### src/rtl/gpio_pat_seq_if.sv
`default_nettype none
// ============================================================================
// Interface : gpio_pat_seq_if
// Host-side entry write handshake for the GPIO pattern sequencer.
// Revision  : 1.0
// ============================================================================
interface gpio_pat_seq_if #(
    parameter int PIN_NUM   = 32,
    parameter int CNT_WIDTH = 16
);
    logic                 wr_valid_i;
    logic                 wr_ready_o;
    logic [PIN_NUM-1:0]   wr_pat_i;
    logic [PIN_NUM-1:0]   wr_dir_i;
    logic [CNT_WIDTH-1:0] wr_dly_i;

    modport master (
        output wr_valid_i,
        output wr_pat_i,
        output wr_dir_i,
        output wr_dly_i,
        input  wr_ready_o
    );

    modport slave (
        input  wr_valid_i,
        input  wr_pat_i,
        input  wr_dir_i,
        input  wr_dly_i,
        output wr_ready_o
    );
endinterface
`default_nettype wire

### src/rtl/gpio_pat_seq.sv
`default_nettype none
// ============================================================================
// Module   : gpio_pat_seq
// Plays stored, timed out/dir patterns on the GPIO alternate-function path.
// Revision : 1.0
// ============================================================================
module gpio_pat_seq #(
    parameter int PIN_NUM   = 32,
    parameter int DEPTH     = 8,
    parameter int CNT_WIDTH = 16
) (
    input  wire                        pclk,
    input  wire                        presetn,
    gpio_pat_seq_if.slave              wr,
    input  wire                        clear_i,
    input  wire                        start_i,
    input  wire                        stop_i,
    input  wire                        loop_i,
    output logic [PIN_NUM-1:0]         alt_out_o,
    output logic [PIN_NUM-1:0]         alt_dir_o,
    output logic                       busy_o,
    output logic                       done_o,
    output logic [$clog2(DEPTH)-1:0]   idx_o,
    output logic [$clog2(DEPTH):0]     cnt_o
);

    localparam int IDX_W = $clog2(DEPTH);
    localparam int CNT_W = IDX_W + 1;

    typedef enum logic [0:0] {
        IDLE = 1'b0,
        RUN  = 1'b1
    } state_t;

    state_t               state;
    logic [CNT_W-1:0]     cnt;
    logic [IDX_W-1:0]     idx;
    logic [IDX_W-1:0]     idx_next;
    logic [CNT_WIDTH-1:0] timer;
    logic                 loop_flag;

    logic [PIN_NUM-1:0]   pat_mem [DEPTH];
    logic [PIN_NUM-1:0]   dir_mem [DEPTH];
    logic [CNT_WIDTH-1:0] dly_mem [DEPTH];

    logic                 wr_ready;
    logic                 wr_fire;
    logic                 start_ok;
    logic                 at_last;

    // Ready is gated by presetn so the host never sees an accept during reset.
    assign wr_ready      = presetn && (state == IDLE) && (cnt < CNT_W'(DEPTH)) && !clear_i;
    assign wr.wr_ready_o = wr_ready;
    assign wr_fire       = wr.wr_valid_i && wr_ready;
    assign start_ok      = start_i && !stop_i && !clear_i && (cnt != '0);
    assign at_last       = ({1'b0, idx} == (cnt - CNT_W'(1)));
    assign idx_next      = idx + IDX_W'(1);

    assign idx_o = idx;
    assign cnt_o = cnt;

    always_ff @(posedge pclk) begin
        if (wr_fire) begin
            pat_mem[cnt[IDX_W-1:0]] <= wr.wr_pat_i;
            dir_mem[cnt[IDX_W-1:0]] <= wr.wr_dir_i;
            dly_mem[cnt[IDX_W-1:0]] <= wr.wr_dly_i;
        end
    end

    always_ff @(posedge pclk) begin
        if (!presetn) begin
            state     <= IDLE;
            cnt       <= '0;
            idx       <= '0;
            timer     <= '0;
            loop_flag <= 1'b0;
            alt_out_o <= '0;
            alt_dir_o <= '0;
            busy_o    <= 1'b0;
            done_o    <= 1'b0;
        end else begin
            done_o <= 1'b0;
            case (state)
                IDLE: begin
                    if (clear_i) begin
                        cnt <= '0;
                    end else if (wr_fire) begin
                        cnt <= cnt + CNT_W'(1);
                    end
                    if (start_ok) begin
                        state     <= RUN;
                        busy_o    <= 1'b1;
                        idx       <= '0;
                        timer     <= dly_mem[0];
                        loop_flag <= loop_i;
                        alt_out_o <= pat_mem[0];
                        alt_dir_o <= dir_mem[0];
                    end
                end
                RUN: begin
                    // Stop wins over expiry; outputs and index freeze where they are.
                    if (stop_i) begin
                        state  <= IDLE;
                        busy_o <= 1'b0;
                    end else if (timer != '0) begin
                        timer <= timer - CNT_WIDTH'(1);
                    end else if (!at_last) begin
                        idx       <= idx_next;
                        timer     <= dly_mem[idx_next];
                        alt_out_o <= pat_mem[idx_next];
                        alt_dir_o <= dir_mem[idx_next];
                    end else if (loop_flag) begin
                        idx       <= '0;
                        timer     <= dly_mem[0];
                        alt_out_o <= pat_mem[0];
                        alt_dir_o <= dir_mem[0];
                    end else begin
                        state  <= IDLE;
                        busy_o <= 1'b0;
                        done_o <= 1'b1;
                    end
                end
                default: begin
                    state  <= IDLE;
                    busy_o <= 1'b0;
                end
            endcase
        end
    end

endmodule
`default_nettype wire

### src/flat_wrapper.sv
// flat-port wrapper written by rule: the top's interface ports become plain ports
module gpio_pat_seq_flat 
#(
    parameter int PIN_NUM   = 32,
    parameter int DEPTH     = 8,
    parameter int CNT_WIDTH = 16
)
  (pclk, presetn, clear_i, start_i, stop_i, loop_i, alt_out_o, alt_dir_o, busy_o, done_o, idx_o, cnt_o, wr_wr_valid_i, wr_wr_pat_i, wr_wr_dir_i, wr_wr_dly_i, wr_wr_ready_o);
  gpio_pat_seq_if #(.PIN_NUM(PIN_NUM), .CNT_WIDTH(CNT_WIDTH)) wr_i ();
  input  wire pclk;
  input  wire presetn;
  input  wire clear_i;
  input  wire start_i;
  input  wire stop_i;
  input  wire loop_i;
  output logic [PIN_NUM-1:0] alt_out_o;
  output logic [PIN_NUM-1:0] alt_dir_o;
  output logic busy_o;
  output logic done_o;
  output logic [$clog2(DEPTH)-1:0] idx_o;
  output logic [$clog2(DEPTH):0] cnt_o;
  input wire logic [$bits(wr_i.wr_valid_i)-1:0] wr_wr_valid_i;
  input wire logic [$bits(wr_i.wr_pat_i)-1:0] wr_wr_pat_i;
  input wire logic [$bits(wr_i.wr_dir_i)-1:0] wr_wr_dir_i;
  input wire logic [$bits(wr_i.wr_dly_i)-1:0] wr_wr_dly_i;
  output wire logic [$bits(wr_i.wr_ready_o)-1:0] wr_wr_ready_o;
  assign wr_i.wr_valid_i = wr_wr_valid_i;
  assign wr_i.wr_pat_i = wr_wr_pat_i;
  assign wr_i.wr_dir_i = wr_wr_dir_i;
  assign wr_i.wr_dly_i = wr_wr_dly_i;
  assign wr_wr_ready_o = wr_i.wr_ready_o;
  gpio_pat_seq #(.PIN_NUM(PIN_NUM), .DEPTH(DEPTH), .CNT_WIDTH(CNT_WIDTH)) u_core (.pclk(pclk), .presetn(presetn), .wr(wr_i), .clear_i(clear_i), .start_i(start_i), .stop_i(stop_i), .loop_i(loop_i), .alt_out_o(alt_out_o), .alt_dir_o(alt_dir_o), .busy_o(busy_o), .done_o(done_o), .idx_o(idx_o), .cnt_o(cnt_o));
endmodule
### config.mk
export PLATFORM = sky130hd
export DESIGN_NAME = gpio_pat_seq_flat
export DESIGN_NICKNAME = d
export VERILOG_FILES = /design/src/rtl/gpio_pat_seq_if.sv /design/src/rtl/gpio_pat_seq.sv /design/src/flat_wrapper.sv
export SDC_FILE = /design/constraint.sdc
export NUM_CORES = 1
export LEC_CHECK = 0
export CAP_MARGIN = 20
export CORE_MARGIN = 5
export CORE_UTILIZATION = 27
export DETAILED_ROUTE_END_ITERATION = 10
export GPL_TIMING_DRIVEN = 0
export HOLD_SLACK_MARGIN = 0.12
export PLACE_DENSITY = 0.53
export SLEW_MARGIN = 15
export SYNTH_ARGS = -nofsm -noshare
export SYNTH_HDL_FRONTEND = slang
export SYNTH_SLANG_ARGS = --single-unit
### constraint.sdc
create_clock -name pclk -period 11.75 [get_ports pclk]
set_input_delay 2.35 -clock pclk [delete_from_list [all_inputs] [get_ports pclk]]
set_output_delay 2.35 -clock pclk [all_outputs]
set_load 0.005 [all_outputs]
### Word-level counts from Yosys, hierarchy flattened

Memory sizes are Yosys's and may differ from the RTL's.
Index checks and enable logic that the tools add are counted.

* input bits: 87
* memory bits (writable): 640
* output and inout port bits: 74
* memories: 3
* word-level logic and storage cells: 88
* bits in registers: 91

* add/subtract/negate cells: 4
* order comparisons: 1
* reductions and logical operators: 18
* equal/unequal tests: 9
* bitwise operators: 3
* mux-type cells: 41

Memories
* u_core.dir_mem: words 8, bits a word 32, rd ports 2, clocked after memory_dff 0, wr ports 1, line gpio_pat_seq.sv:43 `logic [PIN_NUM-1:0] dir_mem [DEPTH];`
* u_core.pat_mem: words 8, bits a word 32, rd ports 2, clocked after memory_dff 0, wr ports 1, line gpio_pat_seq.sv:42 `logic [PIN_NUM-1:0] pat_mem [DEPTH];`
* u_core.dly_mem: words 8, bits a word 16, rd ports 2, clocked after memory_dff 0, wr ports 1, line gpio_pat_seq.sv:44 `logic [CNT_WIDTH-1:0] dly_mem [DEPTH];`

Operator list (number)
* $mux W32: 10
* $pmux W32 S2: 2
* $mux W16: 5
* $pmux W16 S2: 1
* $reduce_bool A16 Y1: 1
* $sub A16 B1 Y16 const B: 1
* $mux W3: 5
* $mux W1: 13
* $ne A3 B3 Y1 const B: 4
* $mux W4: 2
* $reduce_and A4 Y1: 2
* $logic_and A1 B1 Y1: 7
* $pmux W3 S2: 1
* $reduce_or A5 Y1: 1
* $add A4 B1 Y4 const B: 1
* $eq A3 B4 Y1: 1
* $lt A4 B4 Y1 const B: 1
* $ne A2 B2 Y1 const B: 2
* $ne A4 B4 Y1 const B: 1
* $pmux W1 S2: 2
* $reduce_and A2 Y1: 2
* $reduce_bool A4 Y1: 1
* $sub A4 B1 Y4 const B: 1
* $add A3 B1 Y3 const B: 1
* 5 further kinds: 8

### Depth between registers and ports, before layout

* word-level depth: 7
* gate-level depth with buffers: 11
* mapped depth without buffers: 8

### Least setup slack after synthesis

Ideal clock, no wire load.

* path kind: input -> register
* from: in clear_i
* to: mem u_core.dir_mem[0][0], enable pin
* required time: 11.134 ns
* stages on the path: 4
* buffers on the path: 0
* arrival time: 8.566 ns
* setup time: 0.616 ns
* setup slack: 2.568 ns
* path through: nor4b_1 -> and2_1 -> nand2_1 -> nor3_1

* word-level cells in the longest chain between the ends: 5

RTL lines
* start, declared: line flat_wrapper.sv:12 `input wire clear_i;`
* $logic_not A1 Y1: line gpio_pat_seq.sv:52 `assign wr_ready = presetn && (state == IDLE) && (cnt < CNT_W'(DEPTH)) && !clear_i;`
* $logic_and A1 B1 Y1: line gpio_pat_seq.sv:52
* $logic_and A1 B1 Y1: line gpio_pat_seq.sv:54 `assign wr_fire = wr.wr_valid_i && wr_ready;`
* $mux W1: line gpio_pat_seq.sv:63 `if (wr_fire) begin`
* $mux W1 (not written as such): line gpio_pat_seq.sv:65 `dir_mem[cnt[IDX_W-1:0]] <= wr.wr_dir_i;`
* end, declared: line gpio_pat_seq.sv:43

Every way passes these cells.

### Worst setup path after layout

* from: in presetn
* to: out wr_wr_ready_o

* word-level cells in the longest chain between the ends: 3

RTL lines
* start, declared: line flat_wrapper.sv:11 `input wire presetn;`
* $logic_and A1 B1 Y1 (3 in a row): line gpio_pat_seq.sv:52
* end, declared: line flat_wrapper.sv:26 `output wire logic [$bits(wr_i.wr_ready_o)-1:0] wr_wr_ready_o;`

Every way passes these cells.

==> results.txt <==
The flow ran to the end, and the final reports show no timing, DRC or antenna violations. The most common flop cell mapped by yosys is sky130_fd_sc_hd__edfxtp_1. The mux cell area share after synthesis came out at 0.153.

STA puts the critical path data arrival time at 3.90 ns. OpenSTA, run right after detailed placement, puts the worst setup slack at 5.48 ns. The proportion of layout cells with a drive suffix above 1 came out at 0.211. The number of top-level pins is 161. The signal on the critical path passes through clkdlybuf4s50_1, nor4b_1, clkdlybuf4s50_1. The longest individual stage delay on the worst path is 0.59 ns.

The placer congestion estimate is 0.822. The area fraction in compound gates after synthesis came out at 0.0375. TritonCTS built the clock tree.

Together, buffers and inverters on the worst path number 2. The floorplan core area is 105000 µm². The length of the first detailed-routing pass in iterations is 5. The initial utilization of the core area, before any placement, comes to 0.271. The count of unique library cells instantiated by Yosys came out at 59. Setup repair after global routing left no endpoint under its margin.

For this run, the share of the core covered by cells in the final layout is 0.339. The final route contains 15186 vias. Counting tap cells, the placed design contains a total of 3145 instances. The kind of launch point of the worst setup path is an input port. IR analysis of the VDD net gives a maximum drop of 119 µV. Among all stages on the critical path, the largest delay is contributed by sky130_fd_sc_hd__clkdlybuf4s50_1. The total routed wirelength came out at 75.5 mm. The number of antenna violations at the first check in global routing is 17.

The synthesized netlist net count came out at 1635. The worst setup slack after layout is 5.50 ns. Yosys mapped a number of flops with a built-in enable equal to 640. The worst hold path belongs to the class reg2reg. The final design area excluding fillers is 35600 µm². The post-layout instance count excluding filler cells is 3308. The horizontal die dimension is 335 µm. The pin slew with the least headroom to its limit came out at 1.11 ns. The number of I/O port buffers came out at 160.

The number of nets still failing antenna checks after routing came out at 0. The total setup buffers inserted after CTS is 0. The main combinational cell family by area after synthesis is multiplexers. The placed standard-cell area came out at 32700 µm².

On the critical path the largest part of the delay comes from buffers and inverters. Dividing total power by cell area gives a power density of 159 nW/µm². The via count of the first global-routing pass is 16447. A synthesized cell averages 18.5 µm².

The total number of nets in the final design came out at 1932. The area added between synthesis and finish is 24.9%. The gate count of the mapped netlist is 1543. The number of endpoints with negative hold slack in the final report is 0. Timing would allow up to 0.160 GHz. Max-cap violations in this run came to 0. The number of hold-repair buffers added at the cts stage came out at 0. The number of rows created at floorplan is 119. The first-iteration detailed-routing DRC count is 872. The synthesized design contains 731 register bits. During synthesis, Yosys emitted a total of 0 warnings. The clock sink total came out at 731. The share of async-settable or async-resettable flops after synthesis came out at 0. The max-slew violation total from the final report was 0. The total overflow left after global routing is 0.

The synthesized area is 28500 µm². The relative max-transition margin is 0.257. In the global route stage, overall resource usage came out at 0.132.

The analysis attributes to cell leakage a power of 0.0117 µW. Summed over all nets, the half-perimeter wirelength after detailed placement is 50.7 mm. The shortest clock period the worst path allows after layout is 6.25 ns.

For this run, design rule violations remaining after detail routing come to 0. For this run, the register share of the synthesized area comes to 0.738. The xor/xnor cell area share of the yosys netlist came out at 0.00461. The cell sitting at the root of the clock tree is a sky130_fd_sc_hd__clkbuf_16.

In the routed layout, each cell is associated on average with a via count of 4.59. The maximum net fanout on the critical path is 4. The final setup skew is 0.0243 ns. The number of instances resized during post-cts repair came out at 0. Of the available clock period, the critical path in the final layout requires 0.532.

The clock latency on the worst-skew pair is 0.63 ns. The worst endpoint required time is 9.40 ns. The maximum root-to-sink buffer count came out at 3. The floorplan die area came out at 112000 µm². The post-synthesis share of cell area spent on and, or, nand and nor gates came out at 0.0492. The pin count of the biggest net entering global routing is 21. The adder and majority gate portion of the synthesized area is 0.00219.

The H-tree depth is 3. Setup violations remaining at the end of the flow were counted as 0. The class of the most critical setup path is in2out. After detailed routing, the average wire length per cell comes to 22.8 µm. In this run the vertical extent of the chip is 335 µm. The layout has 10025 filler cells.

In this design, the critical path's most frequently occurring cell is sky130_fd_sc_hd__clkdlybuf4s50_1. The wire length of the first global-routing pass is 111 mm. Clock-pin slew was measured on the worst setup and hold paths at 0.06 ns. The worst setup path is captured at an output port.

The number of clock buffers inserted by TritonCTS came out at 81.
==> report_power, final <==
part	internal, µW	leakage, µW	switching (µW)
clock	1670	0.00142	1050
sequential	2830	0.00650	6.73
combinational	46.7	0.00383	65.8
total	4550	0.0117	1130
==> final timing paths <==
path / cells after the start / startpoint / endpoint / slack [ns]
setup / recovery: 3 / presetn / wr_wr_ready_o / 5.50
hold / removal: 1 / u_core.alt_out_o[31]$_SDFFE_PN0P_ / u_core.alt_out_o[31]$_SDFFE_PN0P_ / 0.46
setup reg to reg: 10 / u_core.cnt_o[1]$_SDFFE_PN0P_ / u_core.alt_dir_o[24]$_SDFFE_PN0P_ / 8.10
hold reg to reg: 1 / u_core.alt_out_o[31]$_SDFFE_PN0P_ / u_core.alt_out_o[31]$_SDFFE_PN0P_ / 0.46
==> per-layer routing <==
metal,part of all wire,wire length [µm],GRT usage,up-vias
met5,0.0011,82,0,-
met4,0.023,1750,0.0416,12
met3,0.053,3970,0.0292,109
met2,0.51,38600,0.230,325
met1,0.41,31100,0.165,7932
li1,-,-,-,6808
==> cells in the mapped netlist (6+ instances only) <==
master / count / share of area
sky130_fd_sc_hd__dfxtp_1: 91 / 0.064
sky130_fd_sc_hd__mux2i_1: 76 / 0.027
sky130_fd_sc_hd__o2bb2ai_1: 64 / 0.020
sky130_fd_sc_hd__nor2_1: 28 / 0.0037
sky130_fd_sc_hd__xnor2_1: 8 / 0.0025
sky130_fd_sc_hd__buf_1: 26 / 0.0034
sky130_fd_sc_hd__nand3_1: 13 / 0.0023
sky130_fd_sc_hd__o21ai_0: 7 / 0.0012
sky130_fd_sc_hd__o211ai_1: 6 / 0.0016
sky130_fd_sc_hd__a21oi_1: 8 / 0.0014
sky130_fd_sc_hd__o22ai_2: 9 / 0.0039
sky130_fd_sc_hd__buf_2: 22 / 0.0039
sky130_fd_sc_hd__inv_1: 14 / 0.0018
sky130_fd_sc_hd__nand2_1: 239 / 0.031
sky130_fd_sc_hd__nand4_1: 7 / 0.0015
sky130_fd_sc_hd__xor2_1: 7 / 0.0021
sky130_fd_sc_hd__mux4_2: 160 / 0.13
sky130_fd_sc_hd__edfxtp_1: 640 / 0.67
sky130_fd_sc_hd__clkbuf_1: 32 / 0.0042
==> sequential cells by signal, summed over array words and instances (netlist names) <==
register and count:
u_core.pat_mem 256, u_core.cnt_o 4, u_core.done_o 1, u_core.busy_o 1
u_core.idx_o 3, u_core.timer 16, u_core.dir_mem 256, u_core.loop_flag 1
u_core.alt_dir_o 32, u_core.dly_mem 128, u_core.alt_out_o 32, u_core.state 1
==> logic make-up (layout without fill, tap and decap cells) <==
group                    count (synthesis)  count (layout)
AND/OR/NAND/NOR                        328             328
buffers and inverters                  101             466
multiplexers                           237             237
flip-flops                             731             731
adder cells (fa/ha/maj)                  5               5
other                                    0               9
XOR/XNOR                                15              15
AO/OA/AOI/OAI                          126             126
==> layout by cell type, fill, tap and decap left out, types with 6 or more instances in the layout <==
cell type                         synthesis  final
sky130_fd_sc_hd__clkinv_2                 0     20
sky130_fd_sc_hd__o21ai_0                  7      7
sky130_fd_sc_hd__buf_1                   26     25
sky130_fd_sc_hd__nand3_1                 13     13
sky130_fd_sc_hd__xnor2_1                  8      7
sky130_fd_sc_hd__inv_1                   14     14
sky130_fd_sc_hd__mux4_2                 160    160
sky130_fd_sc_hd__clkinv_1                 1      8
sky130_fd_sc_hd__nand2_1                239    239
sky130_fd_sc_hd__dfxtp_1                 91     91
sky130_fd_sc_hd__diode_2                  0      9
sky130_fd_sc_hd__buf_4                    2     22
sky130_fd_sc_hd__buf_6                    4     13
sky130_fd_sc_hd__o22ai_2                  9      9
sky130_fd_sc_hd__buf_12                   0     21
sky130_fd_sc_hd__nor2_1                  28     22
sky130_fd_sc_hd__nand4_1                  7      7
sky130_fd_sc_hd__clkbuf_16                0     81
sky130_fd_sc_hd__o211ai_1                 6      6
sky130_fd_sc_hd__a21oi_1                  8      8
sky130_fd_sc_hd__xor2_1                   7      7
sky130_fd_sc_hd__clkdlybuf4s50_1          0    160
sky130_fd_sc_hd__nor2_4                   0      6
sky130_fd_sc_hd__o2bb2ai_1               64     64
sky130_fd_sc_hd__mux2i_1                 76     76
sky130_fd_sc_hd__buf_2                   22     23
sky130_fd_sc_hd__edfxtp_1               640    640
sky130_fd_sc_hd__bufinv_16                0     17
sky130_fd_sc_hd__clkbuf_1                32     43
==> layout make-up <==
| cell class | instances | area, µm² | share of cell area |
|---|---|---|---|
| plain buffers | 86 | 389 | 0.0109 |
| well taps | 1391 | 1740 | 0.0489 |
| inverters | 15 | 56.3 | 0.00158 |
| diodes | 9 | 22.5 | 0.000632 |
| clock buffers | 95 | 2110 | 0.0592 |
| repair buffers | 214 | 2380 | 0.0669 |
| clock inverters | 56 | 769 | 0.0216 |
| flip-flops and latches | 731 | 21000 | 0.591 |
| multi-input cells | 711 | 7100 | 0.199 |
==> per-stage QoR <==
step / hold WS [ns] / TNS (ns) / power, µW
after floorplan: 0.456 / 0 / 2930
after global placement: 0.451 / -890.25 / 3000
after detailed placement: 0.446 / 0 / 3010
after CTS: 0.466 / 0 / 5750
after global routing: 0.481 / 0 / 5870
final: 0.461 / 0 / 5680
No activity file was read; power rests on OpenSTA's default activity.
